**src/rtl/reset_sequencer.sv**
```systemverilog
// Staged reset generator: synchronised async assertion/release, a hold stretch,
// then per-channel release STAGGER_CYCLES apart, channel 0 first.
module reset_sequencer #(
  parameter int SYNC_STAGES    = 2,
  parameter int HOLD_CYCLES    = 16,
  parameter int NUM_CHANNELS   = 3,
  parameter int STAGGER_CYCLES = 4
) (
  input  logic                    clk_i,
  input  logic                    reset_n_async_unsafe_i,
  input  logic                    soft_reset_i,
  output logic [NUM_CHANNELS-1:0] reset_o,
  output logic                    busy_o,
  output logic                    released_o
);

  // state      | meaning
  // ST_ASSERT  | all channels in reset, waiting for the synchroniser
  // ST_HOLD    | stretch count before channel 0 releases
  // ST_STAGGER | releasing channels 1..N-1, one per stagger period
  // ST_RUN     | all channels released

  if (SYNC_STAGES < 2) begin : g_bad_sync
    $error("reset_sequencer: SYNC_STAGES must be >= 2");
  end
  if (HOLD_CYCLES < 1) begin : g_bad_hold
    $error("reset_sequencer: HOLD_CYCLES must be >= 1");
  end
  if (NUM_CHANNELS < 1) begin : g_bad_chan
    $error("reset_sequencer: NUM_CHANNELS must be >= 1");
  end
  if (STAGGER_CYCLES < 1) begin : g_bad_stag
    $error("reset_sequencer: STAGGER_CYCLES must be >= 1");
  end

  localparam int MAX_CNT = (HOLD_CYCLES > STAGGER_CYCLES) ? HOLD_CYCLES : STAGGER_CYCLES;
  localparam int CNT_W   = (MAX_CNT > 1) ? $clog2(MAX_CNT) : 1;
  localparam int IDX_W   = $clog2(NUM_CHANNELS + 1);

  localparam logic [CNT_W-1:0] HOLD_LAST = CNT_W'(HOLD_CYCLES - 1);
  localparam logic [CNT_W-1:0] STAG_LAST = CNT_W'(STAGGER_CYCLES - 1);
  localparam logic [IDX_W-1:0] IDX_LAST  = IDX_W'(NUM_CHANNELS - 1);

  typedef enum logic [1:0] {
    ST_ASSERT,
    ST_HOLD,
    ST_STAGGER,
    ST_RUN
  } state_t;

  state_t                  r_state;
  logic [SYNC_STAGES-1:0]  r_sync;
  logic [CNT_W-1:0]        r_cnt;
  logic [IDX_W-1:0]        r_idx;
  logic [NUM_CHANNELS-1:0] r_reset;
  logic                    r_busy;
  logic                    r_released;
  logic                    w_sync_q;

  assign w_sync_q = r_sync[SYNC_STAGES-1];

  // Only stage 0 ever samples the asynchronous release.
  always_ff @(posedge clk_i or negedge reset_n_async_unsafe_i) begin
    if (!reset_n_async_unsafe_i) begin
      r_sync <= '0;
    end else begin
      r_sync <= {r_sync[SYNC_STAGES-2:0], 1'b1};
    end
  end

  // Channels release in index order, so clearing reset_o[r_idx] is the same
  // as shifting a zero in from the bottom; the shift avoids a variable index.
  always_ff @(posedge clk_i or negedge reset_n_async_unsafe_i) begin
    if (!reset_n_async_unsafe_i) begin
      r_state    <= ST_ASSERT;
      r_cnt      <= '0;
      r_idx      <= '0;
      r_reset    <= '1;
      r_busy     <= 1'b1;
      r_released <= 1'b0;
    end else begin
      r_released <= 1'b0;
      if (soft_reset_i && (r_state != ST_ASSERT)) begin
        r_state <= ST_HOLD;
        r_cnt   <= '0;
        r_idx   <= '0;
        r_reset <= '1;
        r_busy  <= 1'b1;
      end else begin
        case (r_state)
          ST_ASSERT: begin
            if (w_sync_q) begin
              r_state <= ST_HOLD;
              r_cnt   <= '0;
            end
          end
          ST_HOLD: begin
            if (r_cnt == HOLD_LAST) begin
              r_cnt   <= '0;
              r_idx   <= IDX_W'(1);
              r_reset <= r_reset << 1;
              if (NUM_CHANNELS == 1) begin
                r_state    <= ST_RUN;
                r_busy     <= 1'b0;
                r_released <= 1'b1;
              end else begin
                r_state <= ST_STAGGER;
              end
            end else begin
              r_cnt <= r_cnt + CNT_W'(1);
            end
          end
          ST_STAGGER: begin
            if (r_cnt == STAG_LAST) begin
              r_cnt   <= '0;
              r_idx   <= r_idx + IDX_W'(1);
              r_reset <= r_reset << 1;
              if (r_idx == IDX_LAST) begin
                r_state    <= ST_RUN;
                r_busy     <= 1'b0;
                r_released <= 1'b1;
              end
            end else begin
              r_cnt <= r_cnt + CNT_W'(1);
            end
          end
          ST_RUN: begin
            r_state <= ST_RUN;
          end
          default: begin
            r_state <= ST_ASSERT;
          end
        endcase
      end
    end
  end

  assign reset_o    = r_reset;
  assign busy_o     = r_busy;
  assign released_o = r_released;

endmodule

```
**config.mk**
```make
export PLATFORM = sky130hd
export DESIGN_NAME = reset_sequencer
export DESIGN_NICKNAME = d
export VERILOG_FILES = /design/src/rtl/reset_sequencer.sv
export SDC_FILE = /design/constraint.sdc
export NUM_CORES = 1
export LEC_CHECK = 0
export CORE_MARGIN = 4
export CORE_UTILIZATION = 40
export CTS_CLUSTER_SIZE = 24
export DETAILED_ROUTE_END_ITERATION = 8
export PLACE_DENSITY = 0.56
export SLEW_MARGIN = 30
export SYNTH_ARGS = -nofsm -noshare
export SYNTH_HDL_FRONTEND = slang
export SYNTH_SLANG_ARGS = --single-unit
export TNS_END_PERCENT = 5
```
**constraint.sdc**
```tcl
create_clock -name clk_i -period 3.56 [get_ports clk_i]
set_input_delay 0.712 -clock clk_i [delete_from_list [all_inputs] [get_ports clk_i]]
set_output_delay 0.712 -clock clk_i [all_outputs]
set_load 0.005 [all_outputs]
```
==> key figures, run 1 <==
Floorplanning
  – Die area: 0.00305 mm²
  – Die Ht: 55.2 µm
  – Chip width: 55.2 µm
  – Row Count: 16
  – Core Region: 0.00204 mm²
  – Initial Utilization: 43.6%
  – Io pins: 8

Timing
  – Max Clk Rate: 0.479 GHz
  – Post-Route Setup TNS: 0 ns
  – Worst slew pin tran: 0.649 ns
  – Fin. Hold Viols: 0
  – RSZ-0062 raised after global routing: no
  – Final setup violation count: 0
  – Worst Skew: 0.00737 ns
  – Shortest period the worst path allows: 2.09 ns
  – Fin. max-slew vios: 0
  – Max_slew headroom: 56.6%
  – Period utilization: 58.6%

Yosys
  – Post-synth EDFFs: 0
  – Mux contribution to synthesized area: 3.93%
  – Synthesized area per cell: 10.5 µm²
  – Post-synth cell types: 35
  – Top area cells in the synthesized netlist: dfrtp_1 31%, dfstp_2 12%, ha_1 9.8%
  – Synth Register Bits: 15
  – Register area share after synthesis: 42.7%
  – Mapped cell area: 891 µm²
  – Top-area cell type share of the netlist area: 30.9%
  – Largest family of logic cells by synthesized area: simple AND/OR/NAND/NOR gates
  – Adder-Cell Fraction of Synth Area: 9.83%
  – Mapped Cells: 85
  – Asr flop ratio synth: 100%
  – Simple-gate portion of the synthesized area: 22.8%
  – YS warnings: 0
  – Top_reg_cell synth: dfrtp_1
  – Post-synthesis compound-gate area fraction: 17.0%
  – Synth area leader: dfrtp_1
  – XOR/XNOR Fraction of Synth Area: 0%
  – Syn Nets: 95
  – Most frequent cell after synthesis: dfrtp_1
  – Commonest cells in the netlist: 11 x dfrtp_1, 8 x o21ai_0, 7 x ha_1

GRT
  – Met2 Usage GRT: 18.5%
  – Grt total ovfl: 0
  – Vias in the first global route: 598
  – Met3 global-route usage: 4.83%
  – Met1 GRT Util: 18.2%
  – First-pass GRT wire length: 2740 µm
  – Initial antenna violation count: 0
  – GR peak layer: met2
  – All-layer global routing usage: 13.1%
  – Largest net degree at the start of global routing: 16

Final layout
  – Total Nets Final: 106
  – Synthesis-to-finish area growth: 13.8%
  – Share of cells above drive strength 1: 14.7%
  – Post-Layout Cell Count: 122
  – Diodes inserted: 0

Pwr
  – Switching part of the total: 40.0%
  – Net Switching: 292 µW
  – PwrDens: 721 mW/mm²
  – LEAKAGE: 0.000426 µW
  – Maximum VDD drop: 0.000329 V
  – Clock power frac: 13.2%
  – Int Pwr: 438 µW
  – Flop pwr share: 35.0%
  – Power share of the combinational group: 51.8%

Placed design
  – Post-DP HPWL: 1240 µm
  – Dpl cells: 118
  – I/O Buffers: 7
  – GPL Wtd Cong: 0.745

Clock network
  – CTS Buf Count: 3
  – Worst skew pair latency: 0.28 ns
  – CTS root buffer: clkbuf_4
  – # clock sinks: 15
  – Post-CTS Resized: 0
  – H-tree level count: 1
  – Clock tree from TritonCTS: done
  – Post-CTS Setup Inserts: 0
  – Post-CTS Hold Fix Bufs: 0
  – CTS clk-pin slew, worst paths: 0.09 ns
  – Longest Clk Path Bufs: 2

Worst setup path
  – Worst path cell trace: inv_1 > ha_1 > and4b_1 > o311ai_2 > mux2i_1 > and2_1
  – WS Path Type: flip-flop to flip-flop
  – CP max stage cell: dfrtp_1
  – Critical Path RT: 3.79 ns
  – Crit end category: flip-flop
  – Crit path launch type: flip-flop
  – Crit-path max cell delay: 0.44 ns
  – Largest delay share family, worst path: simple AND/OR/NAND/NOR gates
  – Crit path max fanout: 10
  – Crit path DAT: 2.31 ns
  – CP Buf/Inv Count: 1
  – Reg2reg setup slack: 1.47 ns

Route
  – Drc violations: 0
  – Via count: 636
  – WL/cell: 13.3 µm
  – 1st-iter DRT viols: 2
  – First drt pass iteration count: 4
  – Drt via density: 5.21
  – Number of routed nets with antenna violations: 0
  – Routed wire length: 1620 µm

Hold path
  – Min-Delay Path Class: flip-flop to flip-flop

Job
  – Max_cap viols: 0

Outcome
  – Outcome: finished clean
==> logic make-up after synthesis <==
logic type	after synthesis
buffers and inverters	7
adders and majority gates	7
AOI/OAI and AO/OA	20
other	1
muxes	3
DFF	15
and+or+nand+nor	32
==> worst paths after layout <==
path,from,end,cells after the start
worst max-delay path,r_state[0]$_DFFE_PN0P_,r_state[1]$_DFFE_PN0P_,6
worst min-delay path,r_sync[0]$_DFF_PN0_,r_sync[1]$_DFF_PN0_,0
worst max register to register,r_state[0]$_DFFE_PN0P_,r_state[1]$_DFFE_PN0P_,6
max in group asynchronous,reset_n_async_unsafe_i,released_o$_DFF_PN0_,1
min in group asynchronous,reset_n_async_unsafe_i,r_cnt[1]$_DFFE_PN0P_,1
worst min register to register,r_sync[0]$_DFF_PN0_,r_sync[1]$_DFF_PN0_,0
==> registers in the layout, indices dropped and copies added (netlist names) <==
register and count:
r_sync 2, busy_o 1, r_idx 2, r_state 2, r_cnt 4, reset_o 3
released_o 1
==> routing by layer <==
metal	up-vias	part of all wire (%)
li1	325	-
met1	300	53
met3	4	3.5
met5	-	0
met4	0	1.3
met2	7	42
==> stage by stage <==
step                      worst slack, ns  hold WS, ns  utilization (%)  total power (µW)  area, µm²
final                                1.47        0.359             49.6               730       1010
after global routing                 1.26        0.365             49.6               800       1010
after CTS                            1.44        0.360             49.6               739       1010
after detailed placement             1.22        0.339             48.3               640        987
after global placement               1.29        0.332             48.3               632        987
after floorplan                      1.71        0.331                -               542        891
==> cells in the final DEF (no fill, tap or decap), drive strengths merged, types with 2 or more instances in the layout <==
| master | instances |
|---|---|
| o22a | 2 |
| o31ai | 3 |
| nand2b | 3 |
| nor3 | 3 |
| nand2 | 6 |
| nand3 | 2 |
| mux2i | 2 |
| or2 | 2 |
| clkdlybuf4s50 | 7 |
| clkbuf | 4 |
| inv | 6 |
| nor2 | 6 |
| dfstp | 4 |
| a21oi | 3 |
| o21ai | 8 |
| nor4b | 2 |
| ha | 7 |
| dfrtp | 11 |
==> cell type report <==
cell class                 count  area (µm²)
tap                           27        33.8
clock buffer                   4        26.3
multi-input combinational     63         480
inverter                       6        22.5
sequential                    15         380
fill                         208        1030
timing repair buffer           7        70.1
==> power by group through the flow <==
stage                     Clock (µW)  Sequential [µW]  Combinational (µW)
after floorplan                    0              253                 289
after global placement             0              259                 373
after detailed placement           0              259                 381
after CTS                        101              256                 382
after global routing             108              263                 429
final                           96.5              256                 378
Power figures use the tool's default switching activity.
==> run 2, diff against run 1 <==
==> constraint.sdc (replaced) <==
create_clock -name clk_i -period 2.1 [get_ports clk_i]
set_input_delay 0.42 -clock clk_i [delete_from_list [all_inputs] [get_ports clk_i]]
set_output_delay 0.42 -clock clk_i [all_outputs]
set_load 0.005 [all_outputs]
==> key figures, run 2 (synthesis results as in run 1) <==
Outcome
  – Outcome: finished clean

GRT
  – Grt total ovfl: 0 (unchanged)
  – Initial antenna violation count: 0 (unchanged)
  – All-layer global routing usage: 13.9% (+0.75 points)
  – Vias in the first global route: 643 (+7.5%)
  – Largest net degree at the start of global routing: 16 (unchanged)
  – First-pass GRT wire length: 2930 µm (+7.0%)

Final layout
  – Reg area: 380 µm² (unchanged)
  – Synthesis-to-finish area growth: 18.8%
  – Largest register by flop count: r_cnt
  – Layout Utilization: 51.8% (+2.2 points)
  – Fill cells: 216 (+3.8%)
  – Final Cell Area: 0.00106 mm² (+4.4%)
  – Most common cell after layout, fill and taps aside: dfrtp_1
  – Area of the multi-input gates: 480 µm² (unchanged)
  – Share of cells above drive strength 1: 19.8% (+5.1 points)
  – Commonest non-fill, non-tap cells in the layout: 11 x dfrtp_1, 8 x o21ai_0, 7 x ha_1, 7 x clkdlybuf4s50_1
  – Max reg flops: 4 (unchanged)
  – Diodes inserted: 0 (unchanged)
  – Total Nets Final: 112 (+5.7%)
  – Post-Layout Cell Count: 128 (+4.9%)

Placed design
  – Post-DP HPWL: 1330 µm (+7.5%)
  – Placement Cell Area: 0.00102 mm² (+3.0%)
  – I/O Buffers: 7 (unchanged)
  – GPL Wtd Cong: 0.775 (+4.0%)
  – Dpl cells: 122 (+3.4%)

Worst setup path
  – Critical R2R Launch: r_state[1]$_DFFE_PN0P_
  – Crit path max fanout: 6 (-4)
  – CP Capture Point: r_cnt[0]$_DFFE_PN0P_
  – Reg2reg setup slack: 0.11 ns (-1.37 ns)
  – Crit path DAT: 2.18 ns (-0.13 ns)
  – WS Path Type: flip-flop to flip-flop
  – Crit end category: flip-flop
  – Critical Path RT: 2.29 ns (-1.50 ns)
  – Crit path from: r_state[1]$_DFFE_PN0P_
  – Crit path launch type: flip-flop
  – Reg2Reg Depth: 6 (unchanged)
  – RR Endpoint: r_cnt[0]$_DFFE_PN0P_

Clock network
  – Post-CTS Resized: 0 (unchanged)
  – CTS root buffer: clkbuf_4
  – CTS Buf Count: 3 (unchanged)
  – H-tree level count: 1 (unchanged)
  – Post-CTS Setup Inserts: 0 (unchanged)
  – CTS clk-pin slew, worst paths: 0.09 ns (about the same)
  – Post-CTS Hold Fix Bufs: 0 (unchanged)
  – Worst skew pair latency: 0.28 ns (about the same)
  – Longest Clk Path Bufs: 2 (unchanged)
  – # clock sinks: 15 (unchanged)
  – Clock tree from TritonCTS: done

Hold path
  – Min-Delay Path Class: flip-flop to flip-flop

Timing
  – Max_slew headroom: 54.5% (-2.1 points)
  – Fin. max-slew vios: 0 (unchanged)
  – Fin. Hold Viols: 0 (unchanged)
  – Shortest period the worst path allows: 1.99 ns (-0.0942 ns)
  – Period utilization: 94.8% (+36 points)
  – Final setup violation count: 0 (unchanged)
  – Max Clk Rate: 0.502 GHz (+4.7%)
  – Worst slew pin tran: 0.680 ns (+0.0311 ns)
  – RSZ-0062 raised after global routing: no
  – Post-Route Setup TNS: 0 ns (unchanged)
  – Hold Slack: 0.362 ns (+0.00276 ns)
  – Worst Skew: 0.00154 ns (-0.00583 ns)

Route
  – WL/cell: 13.5 µm (+1.5%)
  – Routed wire length: 1720 µm (+6.5%)
  – First drt pass iteration count: 4 (unchanged)
  – Drc violations: 0 (unchanged)
  – Number of routed nets with antenna violations: 0 (unchanged)
  – Via count: 661 (+3.9%)
  – 1st-iter DRT viols: 14 (+12)
  – Drt via density: 5.16 (-0.94%)

Floorplanning
  – Die area: 0.00305 mm² (unchanged)
  – Initial Utilization: 43.6% (unchanged)
  – Core Region: 0.00204 mm² (unchanged)
  – Row Count: 16 (unchanged)
  – Io pins: 8 (unchanged)
  – Die Ht: 55.2 µm (unchanged)
  – Chip width: 55.2 µm (unchanged)

Pwr
  – LEAKAGE: 0.000456 µW (+7.1%)
  – PwrDens: 1220 mW/mm² (+70%)
  – Maximum VDD drop: 0.000720 V (+120%)

Job
  – Max_cap viols: 0 (unchanged)
-- run 2: cell count changes in the layout (fill, tap and decap cells not counted), sizes merged --
cell | previous run | this run
buf | 0 | 6
-- run 2: where the power goes --
part / switching (µW) / internal, µW / leakage (µW) / total (µW)
clock: 94.9 / 73.8 / 0.0000150 / 169
combinational: 365 / 338 / 0.000258 / 702
sequential: 51.5 / 372 / 0.000183 / 424
total: 511 / 784 / 0.000456 / 1290
-- run 2: worst min path at each step --
stage	endpoint	depth (start not counted)	slack, ns	start
after floorplan	r_cnt[0]$_DFFE_PN0P_	0	0.12	reset_n_async_unsafe_i
after global placement	r_sync[1]$_DFF_PN0_	0	0.33	r_sync[0]$_DFF_PN0_
after detailed placement	r_sync[1]$_DFF_PN0_	0	0.35	r_sync[0]$_DFF_PN0_
after CTS	r_sync[1]$_DFF_PN0_	0	0.37	r_sync[0]$_DFF_PN0_
after global routing	r_sync[1]$_DFF_PN0_	0	0.38	r_sync[0]$_DFF_PN0_
final	r_sync[1]$_DFF_PN0_	0	0.36	r_sync[0]$_DFF_PN0_
-- run 2: per-stage QoR --
stage          power (µW)  setup slack (ns)
2_1_floorplan         918             0.249
3_3_place_gp         1100             0.132
3_5_place_dp         1110             0.101
4_1_cts              1290            0.0712
5_1_grt              1420           0.00353
6_report             1290             0.108
-- run 2: layout make-up --
cell class	count	share of cell area, %
multi-input combinational	63	45.4
sequential	15	35.9
timing repair buffer	13	10.9
tap	27	3.19
clock buffer	4	2.48
inverter	6	2.13
-- run 2: routing by layer --
metal / share of wire (%) / up-vias / wire length [µm] / global-route usage (%)
met1: 51 / 316 / 884 / 18.1
met5: 0 / - / 0 / 0
met2: 44 / 8 / 757 / 21.9
met4: 0.75 / 0 / 13 / 3.64
met3: 3.9 / 2 / 68 / 4.83
li1: - / 335 / - / -
-- run 2: critical path, cell delays in order (launching register included) --
cell	delay (ns)
dfrtp_1	0.40
inv_1	0.13
ha_1	0.27
or2b_1	0.26
o31ai_4	0.12
or4_4	0.50
o31ai_1	0.23
==> run 3, diff against run 2 <==
--- a/config.mk
+++ b/config.mk
@@ -10,6 +10,8 @@
 export CTS_CLUSTER_SIZE = 24
 export DETAILED_ROUTE_END_ITERATION = 8
 export PLACE_DENSITY = 0.56
+export RECOVER_POWER = 25
+export SKIP_CTS_REPAIR_TIMING = 1
 export SLEW_MARGIN = 30
 export SYNTH_ARGS = -nofsm -noshare
 export SYNTH_HDL_FRONTEND = slang
==> key figures, run 3 (synthesis results as in run 1) <==
Outcome
  – Outcome: finished clean

Clock network
  – H-tree level count: 1 (unchanged)
  – CTS root buffer: clkbuf_4
  – CTS Buf Count: 3 (unchanged)
  – # clock sinks: 15 (unchanged)
  – Worst skew pair latency: 0.28 ns (about the same)
  – Longest Clk Path Bufs: 2 (unchanged)
  – Clock tree from TritonCTS: done
  – CTS clk-pin slew, worst paths: 0.09 ns (about the same)

Floorplanning
  – Chip width: 55.2 µm (unchanged)
  – Io pins: 8 (unchanged)
  – Die Ht: 55.2 µm (unchanged)
  – Row Count: 16 (unchanged)
  – Die area: 0.00305 mm² (unchanged)
  – Initial Utilization: 43.6% (unchanged)
  – Core Region: 0.00204 mm² (unchanged)

Worst setup path
  – CP Buf/Inv Count: 1 (unchanged)
  – Worst path cell trace: inv_1 > ha_1 > or2b_1 > o31ai_4 > or4_4 > o31ai_1
  – Crit end category: flip-flop
  – Crit path DAT: 2.18 ns (about the same)
  – Crit path launch type: flip-flop
  – Crit path max fanout: 6 (unchanged)
  – Largest delay share family, worst path: simple AND/OR/NAND/NOR gates
  – CP max stage cell: or4_4
  – Critical Path RT: 2.29 ns (about the same)
  – WS Path Type: flip-flop to flip-flop
  – Crit-path max cell delay: 0.50 ns (about the same)

Pwr
  – Maximum VDD drop: 0.000720 V (about the same)
  – Design Power: 1290 µW (about the same)
  – PwrDens: 1220 mW/mm² (about the same)
  – LEAKAGE: 0.000457 µW (about the same)

Timing
  – Fin. Hold Viols: 0 (unchanged)
  – Worst Skew: 0.00154 ns (unchanged)
  – Shortest period the worst path allows: 1.99 ns (unchanged)
  – RSZ-0062 raised after global routing: no
  – Period utilization: 94.8% (unchanged)
  – Fin. max-slew vios: 0 (unchanged)
  – Final setup violation count: 0 (unchanged)
  – Max Clk Rate: 0.502 GHz (unchanged)
  – Max_slew headroom: 54.1% (-0.46 points)
  – Worst slew pin tran: 0.687 ns (+0.00671 ns)
  – Post-Route Setup TNS: 0 ns (unchanged)

Final layout
  – Max reg flops: 4 (unchanged)
  – Layout Utilization: 51.8% (unchanged)
  – Total Nets Final: 112 (unchanged)
  – Fill cells: 216 (unchanged)
  – Diodes inserted: 0 (unchanged)
  – Most common cell after layout, fill and taps aside: dfrtp_1
  – Share of cells above drive strength 1: 19.8% (unchanged)
  – Largest register by flop count: r_cnt
  – Synthesis-to-finish area growth: 18.8% (unchanged)
  – Commonest non-fill, non-tap cells in the layout: 11 x dfrtp_1, 8 x o21ai_0, 7 x ha_1

Route
  – First drt pass iteration count: 4 (unchanged)
  – Drc violations: 0 (unchanged)
  – WL/cell: 13.5 µm (about the same)
  – 1st-iter DRT viols: 14 (unchanged)
  – Number of routed nets with antenna violations: 0 (unchanged)
  – Via count: 661 (unchanged)
  – Drt via density: 5.16 (unchanged)
  – Routed wire length: 1720 µm (about the same)

GRT
  – All-layer global routing usage: 13.9% (unchanged)
  – Initial antenna violation count: 0 (unchanged)
  – Largest net degree at the start of global routing: 16 (unchanged)
  – Vias in the first global route: 643 (unchanged)
  – First-pass GRT wire length: 2930 µm (unchanged)
  – Grt total ovfl: 0 (unchanged)

Placed design
  – I/O Buffers: 7 (unchanged)
  – GPL Wtd Cong: 0.775 (unchanged)
  – Post-DP HPWL: 1330 µm (unchanged)

Job
  – Max_cap viols: 0 (unchanged)

Hold path
  – Min-Delay Path Class: flip-flop to flip-flop
-- run 3: changes by cell type in the layout (fill, tap and decap cells not counted) --
| cell | before | now |
|---|---|---|
| clkdlybuf4s50_1 | 7 | 6 |
| dlygate4sd3_1 | 0 | 1 |
-- run 3: worst reg2reg max path, cell delays in order, from the launching register on --
cell	delay [ns]
dfrtp_1	0.40
inv_1	0.13
ha_1	0.27
or2b_1	0.26
o31ai_4	0.12
or4_4	0.50
o31ai_1	0.23
-- run 3: area by class of cell --
| class | count | area, µm² | area share (%) |
|---|---|---|---|
| well taps | 27 | 33.8 | 3.19 |
| repair buffers | 13 | 115 | 10.9 |
| multi-input cells | 63 | 480 | 45.4 |
| clock buffers | 4 | 26.3 | 2.48 |
| inverters | 6 | 22.5 | 2.13 |
| flip-flops and latches | 15 | 380 | 35.9 |
-- run 3: stage by stage --
stage	instance area, µm²	instances	setup slack [ns]	hold slack (ns)
floorplan	891	85	0.249	0.124
global placement	1020	122	0.132	0.333
detailed placement	1020	122	0.101	0.346
CTS	1040	126	0.0712	0.368
global route	1060	128	0.00353	0.375
finish	1060	128	0.108	0.362
-- run 3: where the power goes --
part	switching (µW)	leakage (µW)	total, µW	internal [µW]
Combinational	365	0.000258	702	337
Clock	94.9	0.0000150	169	73.8
Sequential	51.5	0.000183	424	372
-- run 3: path summary, 6_finish.rpt --
| kind | slack (ns) | depth (start not counted) | startpoint | end |
|---|---|---|---|---|
| worst min-delay path | 0.36 | 0 | r_sync[0]$_DFF_PN0_ | r_sync[1]$_DFF_PN0_ |
| worst min register to register | 0.36 | 0 | r_sync[0]$_DFF_PN0_ | r_sync[1]$_DFF_PN0_ |
| max in group asynchronous | 1.05 | 1 | reset_n_async_unsafe_i | r_state[1]$_DFFE_PN0P_ |
| worst max-delay path | 0.11 | 6 | r_state[1]$_DFFE_PN0P_ | r_cnt[0]$_DFFE_PN0P_ |
| worst max register to register | 0.11 | 6 | r_state[1]$_DFFE_PN0P_ | r_cnt[0]$_DFFE_PN0P_ |
| min in group asynchronous | 0.61 | 1 | reset_n_async_unsafe_i | r_cnt[3]$_DFFE_PN0P_ |
-- run 3: layer usage --
layer	GRT usage, %	vias to the layer above	share of wire, %
met1	18.1	316	51
li1	-	335	-
met5	0	-	0
met3	4.83	2	3.9
met2	21.9	8	44
met4	3.64	0	0.75
==> edit, RTL diff (flow settings as in run 3) <==
`HOLD_CYCLES`: 16 -> 8.
--- a/src/rtl/reset_sequencer.sv
+++ b/src/rtl/reset_sequencer.sv
@@ -4,3 +4,3 @@
   parameter int SYNC_STAGES    = 2,
-  parameter int HOLD_CYCLES    = 16,
+  parameter int HOLD_CYCLES    = 8,
   parameter int NUM_CHANNELS   = 3,
Formal check against the unedited RTL: same outputs for any inputs over 10 cycles, from zero or initial values and one cycle with reset_n_async_unsafe_i low; that may be too few to reach the edited logic, so the function may still have changed.
==> edit against run 3 <==
- sequential power fell by 6.6%
- final area fell by 12%
- power fell by 16%
- area after synthesis fell by 11%
- utilization fell by 0.10 points
- synthesized cell count fell by 11%
- cell count fell by 13%
- wire length fell by 12%
- sequential cell count fell by 1
- critical path depth did not move
- worst setup slack improved by 0.21 ns
- largest cell class unchanged
==> edit: results (changes against run 3) <==
[timing] clock skew 0.00504 ns [+0.00350 ns]
[route] number of violations reported at the end of detailed-routing iteration 0 12 [-2]
[status] run status finished clean
[route] wire length after detailed routing 1510 µm [-12%]
[critical_path] critical-path cell with the highest stage delay sky130_fd_sc_hd__dfrtp_1
[timing] final worst hold slack 0.352 ns [-0.0101 ns]
[placement] dpl cell area 896 µm² [-12%]
[logic_synthesis] Cell variety after synth 29 [-17%]
[logic_synthesis] most frequent cells after synthesis sky130_fd_sc_hd__dfrtp_1, sky130_fd_sc_hd__ha_1, sky130_fd_sc_hd__inv_1, sky130_fd_sc_hd__nand2_1, sky130_fd_sc_hd__nor2_1
[logic_synthesis] sequential element share of the synthesized area 44.9% [+2.2 points]
[placement] routability congestion estimate 0.856 [+10%]
[critical_path] critical path startpoint r_state[0]$_DFFE_PN0P_
[global_routing] maximum number of pins on one net before global-route repair 15 [-1]
[power_and_ir_drop] peak supply drop 539 µV [-25%]
[logic_synthesis] Post-Syn Nets 88 [-7.4%]
[placement] worst setup slack after placement 0.162 ns [+0.0609 ns]
[timing] measured slew at the worst slew-check pin 0.657 ns [-0.0301 ns]
[placement] estimated wirelength of the detail-placed design 1160 µm [-12%]
[global_routing] Total GRT Usage 13.8% [-0.059 points]
[power_and_ir_drop] static leakage 0.426 nW [-6.7%]
[timing] post-route worst setup slack 0.318 ns [+0.209 ns]
[finish] Net count, final 100 [-11%]
[logic_synthesis] fraction of the mapped netlist area in compound gates 18.5% [+1.5 points]
[global_routing] global-route wire length before repair 2730 µm [-6.8%]
[finish] layout cell share with drive strength beyond 1 16.1% [-3.7 points]
[route] via-per-instance ratio 5.32 [+3.0%]
[finish] non-filler cells in the finished layout 112 [-13%]
[critical_path] longest individual stage delay on the worst path 0.42 ns [-0.08 ns]
[logic_synthesis] average size of a mapped cell 10.4 µm² [-0.57%]
==> edit: changes by cell type in the layout (fill, tap and decap cells not counted), moves of 2 or more <==
cell	run 3	this run
sky130_fd_sc_hd__buf_4	6	1
sky130_fd_sc_hd__inv_2	0	2
sky130_fd_sc_hd__o32a_1	0	2
sky130_fd_sc_hd__mux2_4	1	3
sky130_fd_sc_hd__ha_1	7	9
sky130_fd_sc_hd__o21ai_0	8	4
==> edit: worst min path at each step <==
stage / endpoint / cells after the start
after floorplan: r_cnt[0]$_DFFE_PN0P_ / 0
after global placement: r_sync[1]$_DFF_PN0_ / 0
after detailed placement: r_sync[1]$_DFF_PN0_ / 0
after CTS: r_sync[1]$_DFF_PN0_ / 0
after global routing: r_sync[1]$_DFF_PN0_ / 0
final: r_sync[1]$_DFF_PN0_ / 0
==> edit: layout make-up <==
type / instances / area [µm²] / share of cell area [%]
multi-input cells: 52 / 398 / 42.7
clock buffers: 4 / 36.3 / 3.89
flip-flops and latches: 14 / 355 / 38.1
repair buffers: 8 / 77.6 / 8.32
inverters: 9 / 33.8 / 3.62
well taps: 25 / 31.3 / 3.36
==> edit: power breakdown <==
group          internal [mW]  switching, mW  total (mW)
clock                  0.106         0.0911       0.197
combinational          0.235          0.255       0.490
sequential             0.346         0.0503       0.396
==> edit: metal layers <==
metal / vias to the layer above / part of all wire, % / GRT usage [%] / wire length, µm
met5: - / 0 / 0 / 0
met2: 21 / 44 / 21.1 / 658
met4: 0 / 2.6 / 7.66 / 39
li1: 289 / - / - / -
met3: 6 / 4.3 / 2.56 / 65
met1: 280 / 49 / 18.2 / 745
==> edit: critical path: cells and delay by family (launching register included) <==
family	cells	cell delay (ns)
buf+inv	2	0.18
mux	2	0.62
fa+ha+maj	1	0.29
flops	1	0.42
compound gates	1	0.17
